## config.mk

```make
export PLATFORM = sky130hd
export DESIGN_NAME = dice_capture
export DESIGN_NICKNAME = d
export VERILOG_FILES = /design/src/rtl/dice_pkg.sv /design/src/rtl/dice_face_tally.sv /design/src/rtl/dice_capture.sv
export SDC_FILE = /design/constraint.sdc
export NUM_CORES = 1
export LEC_CHECK = 0
export CELL_PAD_IN_SITES_DETAIL_PLACEMENT = 2
export CELL_PAD_IN_SITES_GLOBAL_PLACEMENT = 2
export CORE_ASPECT_RATIO = 2
export CORE_UTILIZATION = 25
export CTS_CLUSTER_DIAMETER = 30
export DETAILED_ROUTE_END_ITERATION = 10
export PLACE_DENSITY_LB_ADDON = 0.1
export SLEW_MARGIN = 20
export SYNTH_ARGS = -nofsm -noshare
export SYNTH_HDL_FRONTEND = slang
export SYNTH_HIERARCHICAL = 1
export SYNTH_SLANG_ARGS = --single-unit
```

## constraint.sdc

```tcl
create_clock -name clk -period 1.2 [get_ports clk]
set_clock_uncertainty 0.05 [all_clocks]
set_input_delay 0.12 -clock clk [delete_from_list [all_inputs] [get_ports clk]]
set_output_delay 0.12 -clock clk [all_outputs]
set_load 0.05 [all_outputs]
```

## src/rtl/dice_pkg.sv

```systemverilog
// Shared definitions for the dice capture path: face limits, throw width and FSM states.
package dice_pkg;

  localparam int          THROW_W  = 3;
  localparam logic [2:0]  FACE_MIN = 3'd1;
  localparam logic [2:0]  FACE_MAX = 3'd6;

  typedef enum logic {
    IDLE    = 1'b0,
    ROLLING = 1'b1
  } cap_state_e;

  function automatic logic face_legal(input logic [THROW_W-1:0] face);
    return (face >= FACE_MIN) && (face <= FACE_MAX);
  endfunction

endpackage

```

## src/rtl/dice_face_tally.sv

```systemverilog
// Six saturating per-face acceptance counters with a combinational read mux.
module dice_face_tally
  import dice_pkg::*;
#(
  parameter int TALLY_W = 8
) (
  input  logic               clk,
  input  logic               rst,
  input  logic               inc,
  input  logic [THROW_W-1:0] face,
  input  logic [THROW_W-1:0] sel,
  output logic [TALLY_W-1:0] count
);

  logic [TALLY_W-1:0] cnt_q [6];
  logic [TALLY_W-1:0] cnt_d [6];

  always_comb begin
    for (int i = 0; i < 6; i++) begin
      cnt_d[i] = cnt_q[i];
      if (inc && (face == THROW_W'(i + 1)) && (cnt_q[i] != '1)) begin
        cnt_d[i] = cnt_q[i] + TALLY_W'(1);
      end
    end
  end

  always_ff @(posedge clk) begin
    for (int i = 0; i < 6; i++) begin
      if (rst) cnt_q[i] <= '0;
      else     cnt_q[i] <= cnt_d[i];
    end
  end

  // Selects outside 1..6 fall through to zero.
  always_comb begin
    count = '0;
    for (int i = 0; i < 6; i++) begin
      if (sel == THROW_W'(i + 1)) count = cnt_q[i];
    end
  end

endmodule

```

## src/rtl/dice_capture.sv

```systemverilog
// Detects dice roll releases, validates the face and offers it on a valid/ready output.
// Optional per-face tallies are built when DICE_TALLY_EN is defined.
//
//   state   | meaning
//   IDLE    | button low, waiting for a press
//   ROLLING | button held, counting press cycles up to MIN_PRESS
module dice_capture
  import dice_pkg::*;
#(
  parameter int MIN_PRESS = 4,
  parameter int TALLY_W   = 8
) (
  input  logic               clk,
  input  logic               rst,
  input  logic               button,
  input  logic [THROW_W-1:0] throw,
  output logic [THROW_W-1:0] result,
  output logic               result_valid,
  input  logic               result_ready,
  output logic               illegal,
  output logic               short_press,
  output logic               overrun,
  input  logic [THROW_W-1:0] tally_sel,
  output logic [TALLY_W-1:0] tally_count
);

  localparam logic [7:0] PRESS_MAX = 8'(MIN_PRESS);

  cap_state_e         state_q, state_d;
  logic [7:0]         press_q, press_d;
  logic [THROW_W-1:0] result_q, result_d;
  logic               valid_q, valid_d;
  logic               illegal_q, illegal_d;
  logic               short_q, short_d;
  logic               overrun_q, overrun_d;
  logic               tally_inc;

  always_comb begin
    state_d   = state_q;
    press_d   = press_q;
    result_d  = result_q;
    valid_d   = valid_q;
    illegal_d = 1'b0;
    short_d   = 1'b0;
    overrun_d = overrun_q;
    tally_inc = 1'b0;

    if (valid_q && result_ready) valid_d = 1'b0;

    unique case (state_q)
      IDLE: begin
        if (button) begin
          state_d = ROLLING;
          press_d = 8'd1;
        end
      end
      ROLLING: begin
        if (button) begin
          if (press_q < PRESS_MAX) press_d = press_q + 8'd1;
        end else begin
          state_d = IDLE;
          press_d = 8'd0;
          if (press_q < PRESS_MAX) begin
            short_d = 1'b1;
          end else if (!face_legal(throw)) begin
            illegal_d = 1'b1;
          end else if (!valid_q || result_ready) begin
            // A slot drained on this same edge can take the new value.
            result_d  = throw;
            valid_d   = 1'b1;
            tally_inc = 1'b1;
          end else begin
            overrun_d = 1'b1;
          end
        end
      end
      default: state_d = IDLE;
    endcase
  end

  always_ff @(posedge clk) begin
    if (rst) begin
      state_q   <= IDLE;
      press_q   <= 8'd0;
      result_q  <= '0;
      valid_q   <= 1'b0;
      illegal_q <= 1'b0;
      short_q   <= 1'b0;
      overrun_q <= 1'b0;
    end else begin
      state_q   <= state_d;
      press_q   <= press_d;
      result_q  <= result_d;
      valid_q   <= valid_d;
      illegal_q <= illegal_d;
      short_q   <= short_d;
      overrun_q <= overrun_d;
    end
  end

  assign result       = result_q;
  assign result_valid = valid_q;
  assign illegal      = illegal_q;
  assign short_press  = short_q;
  assign overrun      = overrun_q;

`ifdef DICE_TALLY_EN
  dice_face_tally #(
    .TALLY_W (TALLY_W)
  ) u_tally (
    .clk   (clk),
    .rst   (rst),
    .inc   (tally_inc),
    .face  (throw),
    .sel   (tally_sel),
    .count (tally_count)
  );
`else
  logic unused_tally;
  assign unused_tally = ^{tally_sel, tally_inc};
  assign tally_count  = '0;
`endif

endmodule

```

# Word-level counts from Yosys, hierarchy flattened

Index checks and enable logic that the tools add are counted.

Output and inout port bits: 15
Word-level logic and storage cells: 39
Register bits: 16

Muxes and demuxes: 13
Equal/unequal tests: 2
Reductions and logical operators: 9
Add/sub/neg operators: 1
Bitwise gates (word level): 4
Magnitude comparators: 3

Operators by type and width:

| kind                                                                                 | number |
|---|---|
| 8-bit two-way mux                                                                    | 3 |
| 8-bit case mux with 2 select lines                                                   | 1 |
| 5-bit AND reduction                                                                  | 2 |
| 1-bit two-way mux                                                                    | 9 |
| 8-bit by 1-bit adder with 8-bit output (second input constant)                       | 1 |
| 8-bit by 3-bit less-than comparator with 1-bit output (second input constant)        | 1 |
| 1-bit inverter                                                                       | 4 |
| 4-bit OR reduction                                                                   | 1 |
| 3-bit by 1-bit greater-or-equal comparator with 1-bit output (second input constant) | 1 |
| 3-bit less-or-equal comparator (second input constant)                               | 1 |
| 3-bit by 2-bit != test with 1-bit output (second input constant)                     | 1 |
| 3-bit OR reduction                                                                   | 1 |
| 1-bit logical AND                                                                    | 2 |
| 2-bit != test (second input constant)                                                | 1 |
| 2-bit AND reduction                                                                  | 1 |
| 1-bit logical NOT                                                                    | 1 |
| 1-bit logical OR                                                                     | 1 |

# Longest topological paths before layout

Gate-level depths: netlist (run 1).

Depth in word-level cells: 7
Depth in mapped cells: 5
Gate-level depth less buffers: 4

# Worst setup path after synthesis (run 1)

OpenSTA, ideal clock, no wires.

Kind: reg2reg
Start: register valid_q, in the netlist result_valid
End: register result_q[0], in the netlist result[0]
Cell stages (with the launch flop): 4
Setup slack: -6 ps
Data required time: 1078 ps
Period minus slack after synthesis: 1206 ps
Data arrival time: 1085 ps
Cell sequence: dfxtp_1 -> nand2b_1 -> nand3_2 -> mux2i_1

Longest elaborated chain between the ends: 3

RTL lines:

| item                          | RTL line           | text |
|---|---|---|
| start, declared               | dice_capture.sv:32 | `logic valid_q, valid_d;` |
| start signal, assigned        | dice_capture.sv:94 | `valid_q <= valid_d;` |
| 1-bit logical NOT             | dice_capture.sv:67 | `end else if (!valid_q \|\| result_ready) begin` |
| 1-bit logical OR              | dice_capture.sv:67 |  |
| 5-bit AND reduction (no line) | n/a                |  |
| end signal, assigned          | dice_capture.sv:93 | `result_q <= result_d;` |
| end, declared                 | dice_capture.sv:31 | `logic [THROW_W-1:0] result_q, result_d;` |

Every way passes these cells.
A chain may end at the register's enable or synchronous reset.

# Worst setup path in the final report (run 1)

Start: register press_q[7]
End: register result_q[2], in the netlist result[2]

Longest elaborated chain between the ends: 3

RTL lines:

| item                                                  | RTL line           | text |
|---|---|---|
| start, declared                                       | dice_capture.sv:30 | `logic [7:0] press_q, press_d;` |
| start signal, assigned                                | dice_capture.sv:92 | `press_q <= press_d;` |
| 8-bit by 3-bit less-than comparator with 1-bit output | dice_capture.sv:63 | `if (press_q < PRESS_MAX) begin` |
| 1-bit inverter (no line)                              | n/a                |  |
| 5-bit AND reduction (no line)                         | n/a                |  |

Every way passes these cells.

==> results of run 1 <==
==> worst paths after layout <==
check / to / cells after the start / slack (ns) / start
worst max-delay path: result[2]$_SDFFE_PP0P_ / 5 / 0.05 / press_q[7]$_SDFFE_PP0P_
worst min-delay path: state_q$_SDFF_PP0_ / 3 / 0.29 / button
worst min register to register: press_q[4]$_SDFFE_PP0P_ / 1 / 0.42 / press_q[4]$_SDFFE_PP0P_
worst max register to register: result[2]$_SDFFE_PP0P_ / 5 / 0.05 / press_q[7]$_SDFFE_PP0P_
==> power by group <==
group / total [uW] / internal (uW) / switching, uW
clock: 489 / 292 / 197
sequential: 547 / 538 / 8.74
combinational: 162 / 60.6 / 102
==> critical path, stage by stage (launching register included) <==
cell	delay (ns)
dfxtp_1	0.37
nor2_4	0.05
buf_4	0.14
a31oi_4	0.17
nand3_4	0.12
mux2i_1	0.13
==> cell usage after synthesis (2+ instances only) <==
library cell / n / area [sq um]
a21oi_1: 2 / 10.0
a31oi_1: 2 / 12.5
and2_1: 5 / 31.3
and3_1: 2 / 12.5
buf_4: 8 / 60.1
dfxtp_1: 16 / 320
mux2i_1: 3 / 30.0
nand2_1: 2 / 7.51
nand2b_1: 8 / 50.1
nand3_1: 2 / 10.0
nor2_1: 5 / 18.8
nor2_2: 3 / 18.8
nor3_1: 2 / 10.0
==> cell usage in the layout, fill, tap and decap left out, drive strengths merged, types with 2 or more instances in the layout <==
cell type and n:
a21oi 2, clkbuf 4, a31oi 3, mux2i 3, nor3 2, dfxtp 16
and3 2, nor2 8, nand2b 9, clkdlybuf4s50 5, and2 5, nand3 3
nand2 2, conb 8, buf 21
==> logic make-up (layout without fill, tap and decap cells) <==
| family | Yosys count | after routing | share of synthesized area |
|---|---|---|---|
| AO/OA/AOI/OAI | 9 | 9 | 0.0986 |
| XOR/XNOR | 1 | 1 | 0.0119 |
| adder cells (fa/ha/maj) | 1 | 1 | 0.0170 |
| buffers and inverters | 11 | 32 | 0.107 |
| flip-flops | 16 | 16 | 0.435 |
| multiplexers | 3 | 3 | 0.0408 |
| other | 1 | 8 | 0.00510 |
| AND/OR/NAND/NOR | 35 | 35 | 0.284 |
==> per-layer routing <==
metal  share of wire  wire, um  global-route usage
met4           0.029        56              0.0900
met5               0         0                   0
met1            0.29       567               0.105
met3           0.028        55              0.0335
met2            0.65      1280               0.289
==> registers in the layout, indices dropped and copies added, names as in the netlist <==
| name | count |
|---|---|
| result_valid | 1 |
| state_q | 1 |
| short_press | 1 |
| press_q | 8 |
| overrun | 1 |
| result | 3 |
| illegal | 1 |
==> through the flow <==
stage / setup TNS [ns] / hold WS [ns] / instances / total power, uW
after global routing: 0 / 0.298 / 134 / 1240
after floorplan: 0 / 0.221 / 84 / 674
after detailed placement: -2.50 / 0.419 / 130 / 712
after CTS: 0 / 0.425 / 134 / 1220
after global placement: -1.92 / 0.414 / 130 / 710
final: 0 / 0.291 / 134 / 1200
==> final cells by class <==
class                           count  area (sq um)
Clock buffer                        4          55.1
Fill cell                         305          1630
Inverter                            1          3.75
Multi-Input combinational cell     57           404
Sequential cell                    16           328
Tap cell                           29          36.3
Timing Repair Buffer               27           315
==> what timing repair did <==
item | CTS | global route
resized for setup | 6 | 11
endpoints found under the setup margin | 7 | 7
cloned | 0 | 0
pin swaps | 0 | 2
==> flow_summary.json, run 1 <==
{
  "setup_viol": 0,
  "grt_pass1_wl_um": 3090,
  "drcViolationCount": 0,
  "final_cell_area_sq_mm": 0.00114,
  "root_buffer": "clkbuf_8",
  "grt_setup_unrepaired": "no",
  "tritoncts": "built",
  "worstPathMaxFanout": 4,
  "dp_hpwl_um": 1610,
  "cts_setup_buffers": 0,
  "syn_inst": 77,
  "io_pins": 25,
  "dieArea_sq_mm": 0.00318,
  "drive_gt1_frac": 0.400,
  "grt_max_degree": 10,
  "avgViaCountPerCell": 4.70,
  "fin_crit_sh": 0.957,
  "wl_per_cell_um": 14.6,
  "rows": 27,
  "min_period_ns": 1.15,
  "place_congestion": 0.721,
  "synth_edf_count": 0,
  "ys_seq_area_frac": 0.435,
  "p_leak_uw": 0.000481,
  "syn_avg_cell_area_sq_um": 9.55,
  "dr.pass1.iters": 2,
  "die_w_um": 40.4,
  "cts_max_path_buffers": 2,
  "hold_buffers": 0,
  "peakVddDrop_v": 0.000645,
  "port_buffers": 13,
  "ant_nets": 0,
  "clk_latency_ns": 0.26,
  "area_growth_pct": 55.3,
  "vias": 630,
  "cp.arrival_ns": 1.25,
  "htree_levels": 1,
  "async_reset_ff_frac": 0,
  "synth_ff_type": "dfxtp_1",
  "critPathKind": "register to register",
  "hold_path_class": "input pin to register",
  "dp_slack_ns": -0.304,
  "drt_iter0_drc": 2,
  "fin_util": 0.412,
  "grt_usage": 0.148,
  "nNetsFinal": 117,
  "cts.clk_slew.worst_paths_ns": 0.06,
  "grt_overflow": 0,
  "hold_viol": 0,
  "cts.sinks": 16,
  "syn-cell-area_sq_um": 736,
  "grt_pass1_vias": 697,
  "critPathCaptureType": "register",
  "crit_required_ns": 1.30,
  "status": "finished clean",
  "chipHeight_um": 78.7,
  "power_density_mw_per_mm2": 1050,
  "start_util": 0.266,
  "antenna_cells": 0,
  "drv_cap": 0,
  "slew_viol_final": 0,
  "core_sq_mm": 0.00277,
  "cp-start-kind": "register",
  "setup_slack_ns": 0.0511,
  "cts_made_buffers": 3,
  "fmax_ghz": 0.870,
  "synth-seq-cells": 16,
  "finalWirelength_um": 1950,
  "antenna_found_initial": 0,
  "dpl-instance-area_sq_mm": 0.00103,
  "yosys.cell_types.count": 30,
  "synth-warning-count": 6
}
(Power assumes the default switching activity.)
==> run 2, diff against run 1 <==
--- a/config.mk
+++ b/config.mk
@@ -5,13 +5,15 @@
 export SDC_FILE = /design/constraint.sdc
 export NUM_CORES = 1
 export LEC_CHECK = 0
+export ABC_AREA = 1
 export CELL_PAD_IN_SITES_DETAIL_PLACEMENT = 2
 export CELL_PAD_IN_SITES_GLOBAL_PLACEMENT = 2
 export CORE_ASPECT_RATIO = 2
-export CORE_UTILIZATION = 25
+export CORE_UTILIZATION = 23
 export CTS_CLUSTER_DIAMETER = 30
 export DETAILED_ROUTE_END_ITERATION = 10
 export PLACE_DENSITY_LB_ADDON = 0.1
+export SKIP_CTS_REPAIR_TIMING = 1
 export SLEW_MARGIN = 20
 export SYNTH_ARGS = -nofsm -noshare
 export SYNTH_HDL_FRONTEND = slang
==> flow_summary.json, run 2 <==
{
  "status": "finished clean",
  "top_register": "press_q",
  "place_congestion": 0.667,
  "final.fill_count": 342,
  "area_growth_pct": 47.8,
  "slew_viol_final": 0,
  "synth_edf_count": 0,
  "yosys.cell_types.count": 20,
  "cp-start-kind": "register",
  "syn_avg_cell_area_sq_um": 7.57,
  "synth_ff_type": "dfxtp_1",
  "rows": 28,
  "synth-seq-cells": 16,
  "fin_crit_sh": 0.933,
  "synth_area_leaders": "dfxtp_1 45%, nand2_1 11%, nor2_1 11%",
  "avgViaCountPerCell": 4.39,
  "hold_viol": 0,
  "p_leak_uw": 0.000502,
  "start_util": 0.239,
  "root_buffer": "clkbuf_8",
  "synth_top_area_cell": "dfxtp_1",
  "synth_top_area_share": 0.455,
  "grt_pass1_vias": 662,
  "dp_slack_ns": -0.289,
  "min_period_ns": 1.12,
  "hold-path-cell-count": 3,
  "crit_required_ns": 1.29,
  "core_sq_mm": 0.00294,
  "drt_iter0_drc": 2,
  "tritoncts": "built",
  "layout_commonest_cell": "nand2_1",
  "min_from": "throw[1]",
  "setup_viol": 0,
  "nNetsFinal": 124,
  "cpMaxStageDelayCell": "dfxtp_1",
  "p_total_uw": 1170,
  "dr.pass1.iters": 2,
  "cp.arrival_ns": 1.22,
  "r2r_cells": 6,
  "holdWs_ns": 0.137,
  "power_density_mw_per_mm2": 1120,
  "reg2reg_to": "press_q[0]$_SDFFE_PP0P_",
  "vias": 624,
  "setup_slack_ns": 0.0799,
  "worstPathMaxFanout": 8,
  "drive_gt1_frac": 0.268,
  "grt_pass1_wl_um": 2800,
  "synth_common_cells": "20 x nand2_1, 20 x nor2_1, 16 x dfxtp_1",
  "antenna_cells": 0,
  "port_buffers": 13,
  "syn_inst": 93,
  "layout_common_cells": "19 x nand2_1, 17 x nor2_1, 14 x dfxtp_1, 8 x inv_1, 8 x conb_1",
  "fmax_ghz": 0.893,
  "cts.sinks": 16,
  "syn-cell-area_sq_um": 704,
  "crit_top_cell": "nand2_4",
  "drcViolationCount": 0,
  "grt_max_degree": 12,
  "cts_made_buffers": 3,
  "chipHeight_um": 80.3,
  "io_pins": 25,
  "ys_seq_area_frac": 0.455,
  "cp_cell_sequence": "nor2_2, nand3_4, nand2_4, nand2_4, nand2_1, a21oi_1",
  "min_delay_worst_endpoint": "result[1]$_SDFFE_PP0P_",
  "cts_max_path_buffers": 2,
  "hold_path_class": "input pin to register",
  "antenna_found_initial": 0,
  "wl_per_cell_um": 12.5,
  "htree_levels": 1,
  "setup_tns_ns": 0,
  "reg2reg_slack_ns": 0.08,
  "die_w_um": 41.1,
  "critPathCaptureType": "register",
  "synth-warning-count": 6,
  "cpPeakStageDelay_ns": 0.35,
  "largest_reg_flops": 8,
  "cts.clk_slew.worst_paths_ns": 0.06,
  "async_reset_ff_frac": 0,
  "ant_nets": 0,
  "dp_hpwl_um": 1410,
  "finalWirelength_um": 1770,
  "grt_overflow": 0,
  "critPathKind": "register to register",
  "drv_cap": 0,
  "grt_usage": 0.127,
  "dieArea_sq_mm": 0.00330,
  "worstReg2RegStart": "press_q[2]$_SDFFE_PP0P_",
  "clk_latency_ns": 0.25,
  "peakVddDrop_v": 0.000572
}
run 2: changes by cell type after synthesis, sizes merged, moves of 2 or more:
cell    delta
nand2     +20
nor2      +13
nand2b     -9
inv        +8
and2       -5
a31oi      -3
mux2i      -3
a21oi      +2
and3       -2
run 2: area by class of cell:
type	count	area, sq um	area share
Timing Repair Buffer	17	238	0.228
Tap cell	30	37.5	0.0361
Sequential cell	16	323	0.310
Multi-Input combinational cell	66	354	0.340
Clock buffer	4	55.1	0.0529
Inverter	9	33.8	0.0325
run 2: worst max-delay path, delay by kind of cell, from the launching register on:
kind	cells	cell delay [ns]
flip-flops	1	0.35
AO/OA/AOI/OAI	1	0.06
AND/OR/NAND/NOR	5	0.56
run 2: kinds of logic after synthesis:
family,synth area share
xor+xnor,0.0124
simple gates,0.323
buf+inv,0.139
flops,0.455
fa+ha+maj,0.0178
other cells,0.00532
compound gates,0.0480
run 2: power by group:
group	total (uW)	switching (uW)	internal, uW
clock	482	191	291
combinational	145	104	41.2
sequential	543	5.47	538
total	1170	300	870
run 2: worst max path at each step:
| stage | startpoint | end | slack [ns] | depth (start not counted) |
|---|---|---|---|---|
| 4_1_cts | throw[2] | result[1]$_SDFFE_PP0P_ | -0.03 | 7 |
| 2_1_floorplan | result_valid$_SDFF_PP0_ | result[0]$_SDFFE_PP0P_ | 0.15 | 5 |
| 6_report | press_q[2]$_SDFFE_PP0P_ | press_q[0]$_SDFFE_PP0P_ | 0.08 | 6 |
| 3_5_place_dp | throw[2] | result[0]$_SDFFE_PP0P_ | -0.29 | 7 |
| 3_3_place_gp | throw[2] | result[0]$_SDFFE_PP0P_ | -0.23 | 6 |
| 5_1_grt | press_q[2]$_SDFFE_PP0P_ | press_q[1]$_SDFFE_PP0P_ | -0.03 | 6 |
run 2: metal layers:
metal	vias up	routed length, um	track usage
met3	4	56	0.0166
li1	307	-	-
met2	11	1120	0.252
met4	0	42	0.0774
met1	302	551	0.0957
met5	-	0	0
run 2: metrics by stage:
step,std cells,cell area [sq um],utilization
2_1_floorplan,100,732,-
3_3_place_gp,137,928,0.315
3_5_place_dp,137,928,0.315
4_1_cts,141,983,0.334
5_1_grt,142,1040,0.354
6_report,142,1040,0.354
==> run 3, diff against run 2 <==
--- a/config.mk
+++ b/config.mk
@@ -6,7 +6,7 @@
 export NUM_CORES = 1
 export LEC_CHECK = 0
 export ABC_AREA = 1
-export CELL_PAD_IN_SITES_DETAIL_PLACEMENT = 2
+export CELL_PAD_IN_SITES_DETAIL_PLACEMENT = 1
 export CELL_PAD_IN_SITES_GLOBAL_PLACEMENT = 2
 export CORE_ASPECT_RATIO = 2
 export CORE_UTILIZATION = 23
==> flow_summary.json, run 3 (same netlist as run 2, synthesis figures left out) <==
{
  "status": "finished clean",
  "stdcell_count": 141,
  "critPathCaptureType": "register",
  "drive_gt1_frac": 0.234,
  "cts.sinks": 16,
  "layout_commonest_cell": "nand2_1",
  "port_buffers": 13,
  "final_cell_area_sq_mm": 0.00103,
  "core_sq_mm": 0.00294,
  "dpl-instance-area_sq_um": 928,
  "grt_pass1_wl_um": 2660,
  "drcViolationCount": 0,
  "cp-start-kind": "input pin",
  "avgViaCountPerCell": 4.28,
  "drv_cap": 0,
  "nNetsFinal": 123,
  "slew_viol_final": 0,
  "rows": 28,
  "p_total_uw": 1170,
  "setup_viol": 0,
  "clk_latency_ns": 0.26,
  "worstPathMaxFanout": 6,
  "grt_max_degree": 12,
  "antenna_found_initial": 0,
  "p_leak_uw": 0.000496,
  "dieArea_sq_mm": 0.00330,
  "reg2reg_to": "result[0]$_SDFFE_PP0P_",
  "cts_made_buffers": 3,
  "grt_pass1_vias": 659,
  "fin_crit_sh": 0.899,
  "top_register": "press_q",
  "crit_required_ns": 1.34,
  "fmax_ghz": 0.927,
  "power_density_mw_per_mm2": 1140,
  "ant_nets": 0,
  "grt_setup_unrepaired": "no",
  "min_period_ns": 1.08,
  "peakVddDrop_v": 0.000555,
  "hold_viol": 0,
  "place_congestion": 0.667,
  "dp_hpwl_um": 1270,
  "tritoncts": "built",
  "drt_iter0_drc": 10,
  "finalWirelength_um": 1570,
  "r2r_cells": 6,
  "dr.pass1.iters": 2,
  "start_util": 0.239,
  "grt_usage": 0.124,
  "vias": 604,
  "dp.cells": 137,
  "area_growth_pct": 45.6,
  "wl_per_cell_um": 11.2,
  "critPathKind": "input pin to register",
  "chipHeight_um": 80.3,
  "htree_levels": 1,
  "hold-path-cell-count": 3,
  "io_pins": 25,
  "die_w_um": 41.1,
  "cts.clk_slew.worst_paths_ns": 0.07,
  "min_from": "throw[1]",
  "fin_util": 0.349,
  "min_delay_worst_endpoint": "result[1]$_SDFFE_PP0P_",
  "reg2reg_slack_ns": 0.12,
  "root_buffer": "clkbuf_8",
  "antenna_cells": 0,
  "holdWs_ns": 0.128,
  "worstReg2RegStart": "state_q$_SDFF_PP0_",
  "final.fill_count": 365,
  "cts_max_path_buffers": 2,
  "layout_common_cells": "20 x nand2_1, 17 x nor2_1, 14 x dfxtp_1, 9 x inv_1, 8 x conb_1",
  "hold_path_class": "input pin to register",
  "largest_reg_flops": 8,
  "grt_overflow": 0,
  "cp.arrival_ns": 1.22
}
run 3: changes by cell type in the layout (fill, tap and decap cells not counted), sizes merged:
| cell | change |
|---|---|
| buf | -1 |
run 3: worst max path at each step:
stage                            startpoint  cells past startpoint                endpoint  slack, ns
finish                             throw[0]                      7  result[0]$_SDFFE_PP0P_       0.12
detailed placement                 throw[2]                      6  result[0]$_SDFFE_PP0P_      -0.24
CTS                      state_q$_SDFF_PP0_                      6  result[0]$_SDFFE_PP0P_      0.004
global placement                   throw[2]                      6  result[0]$_SDFFE_PP0P_      -0.23
floorplan           result_valid$_SDFF_PP0_                      5  result[0]$_SDFFE_PP0P_       0.15
global route             state_q$_SDFF_PP0_                      6  result[0]$_SDFFE_PP0P_       0.01
run 3: power breakdown:
| part | switching [uW] | internal (uW) |
|---|---|---|
| combinational | 99.6 | 37.9 |
| clock | 196 | 292 |
| sequential | 5.32 | 538 |
| total | 301 | 867 |
run 3: layout make-up:
class | count | area [sq um] | area share
flip-flops and latches | 16 | 323 | 0.315
repair buffers | 16 | 230 | 0.224
inverters | 9 | 33.8 | 0.0329
multi-input cells | 66 | 347 | 0.338
clock buffers | 4 | 55.1 | 0.0537
well taps | 30 | 37.5 | 0.0366
run 3: per-layer routing:
metal  vias up  part of all wire  global-route usage
li1        303                 -                   -
met5         -                 0                   0
met3         5             0.044              0.0276
met1       284              0.31              0.0978
met2        12              0.60               0.223
met4         0             0.042              0.0968
run 3: stage by stage:
stage,TNS (ns),setup WS [ns]
after floorplan,0,0.149
after global placement,-2.01,-0.234
after detailed placement,-2.04,-0.239
after CTS,0,0.00406
after global routing,0,0.0111
final,0,0.122
run 3: critical path: stages:
cell and delay [ns]:
clkdlybuf4s50_1 0.51, nand2_1 0.08, o21ai_2 0.11, nand4_4 0.17, nand2_1 0.09, nand2_1 0.05
nor2_1 0.09
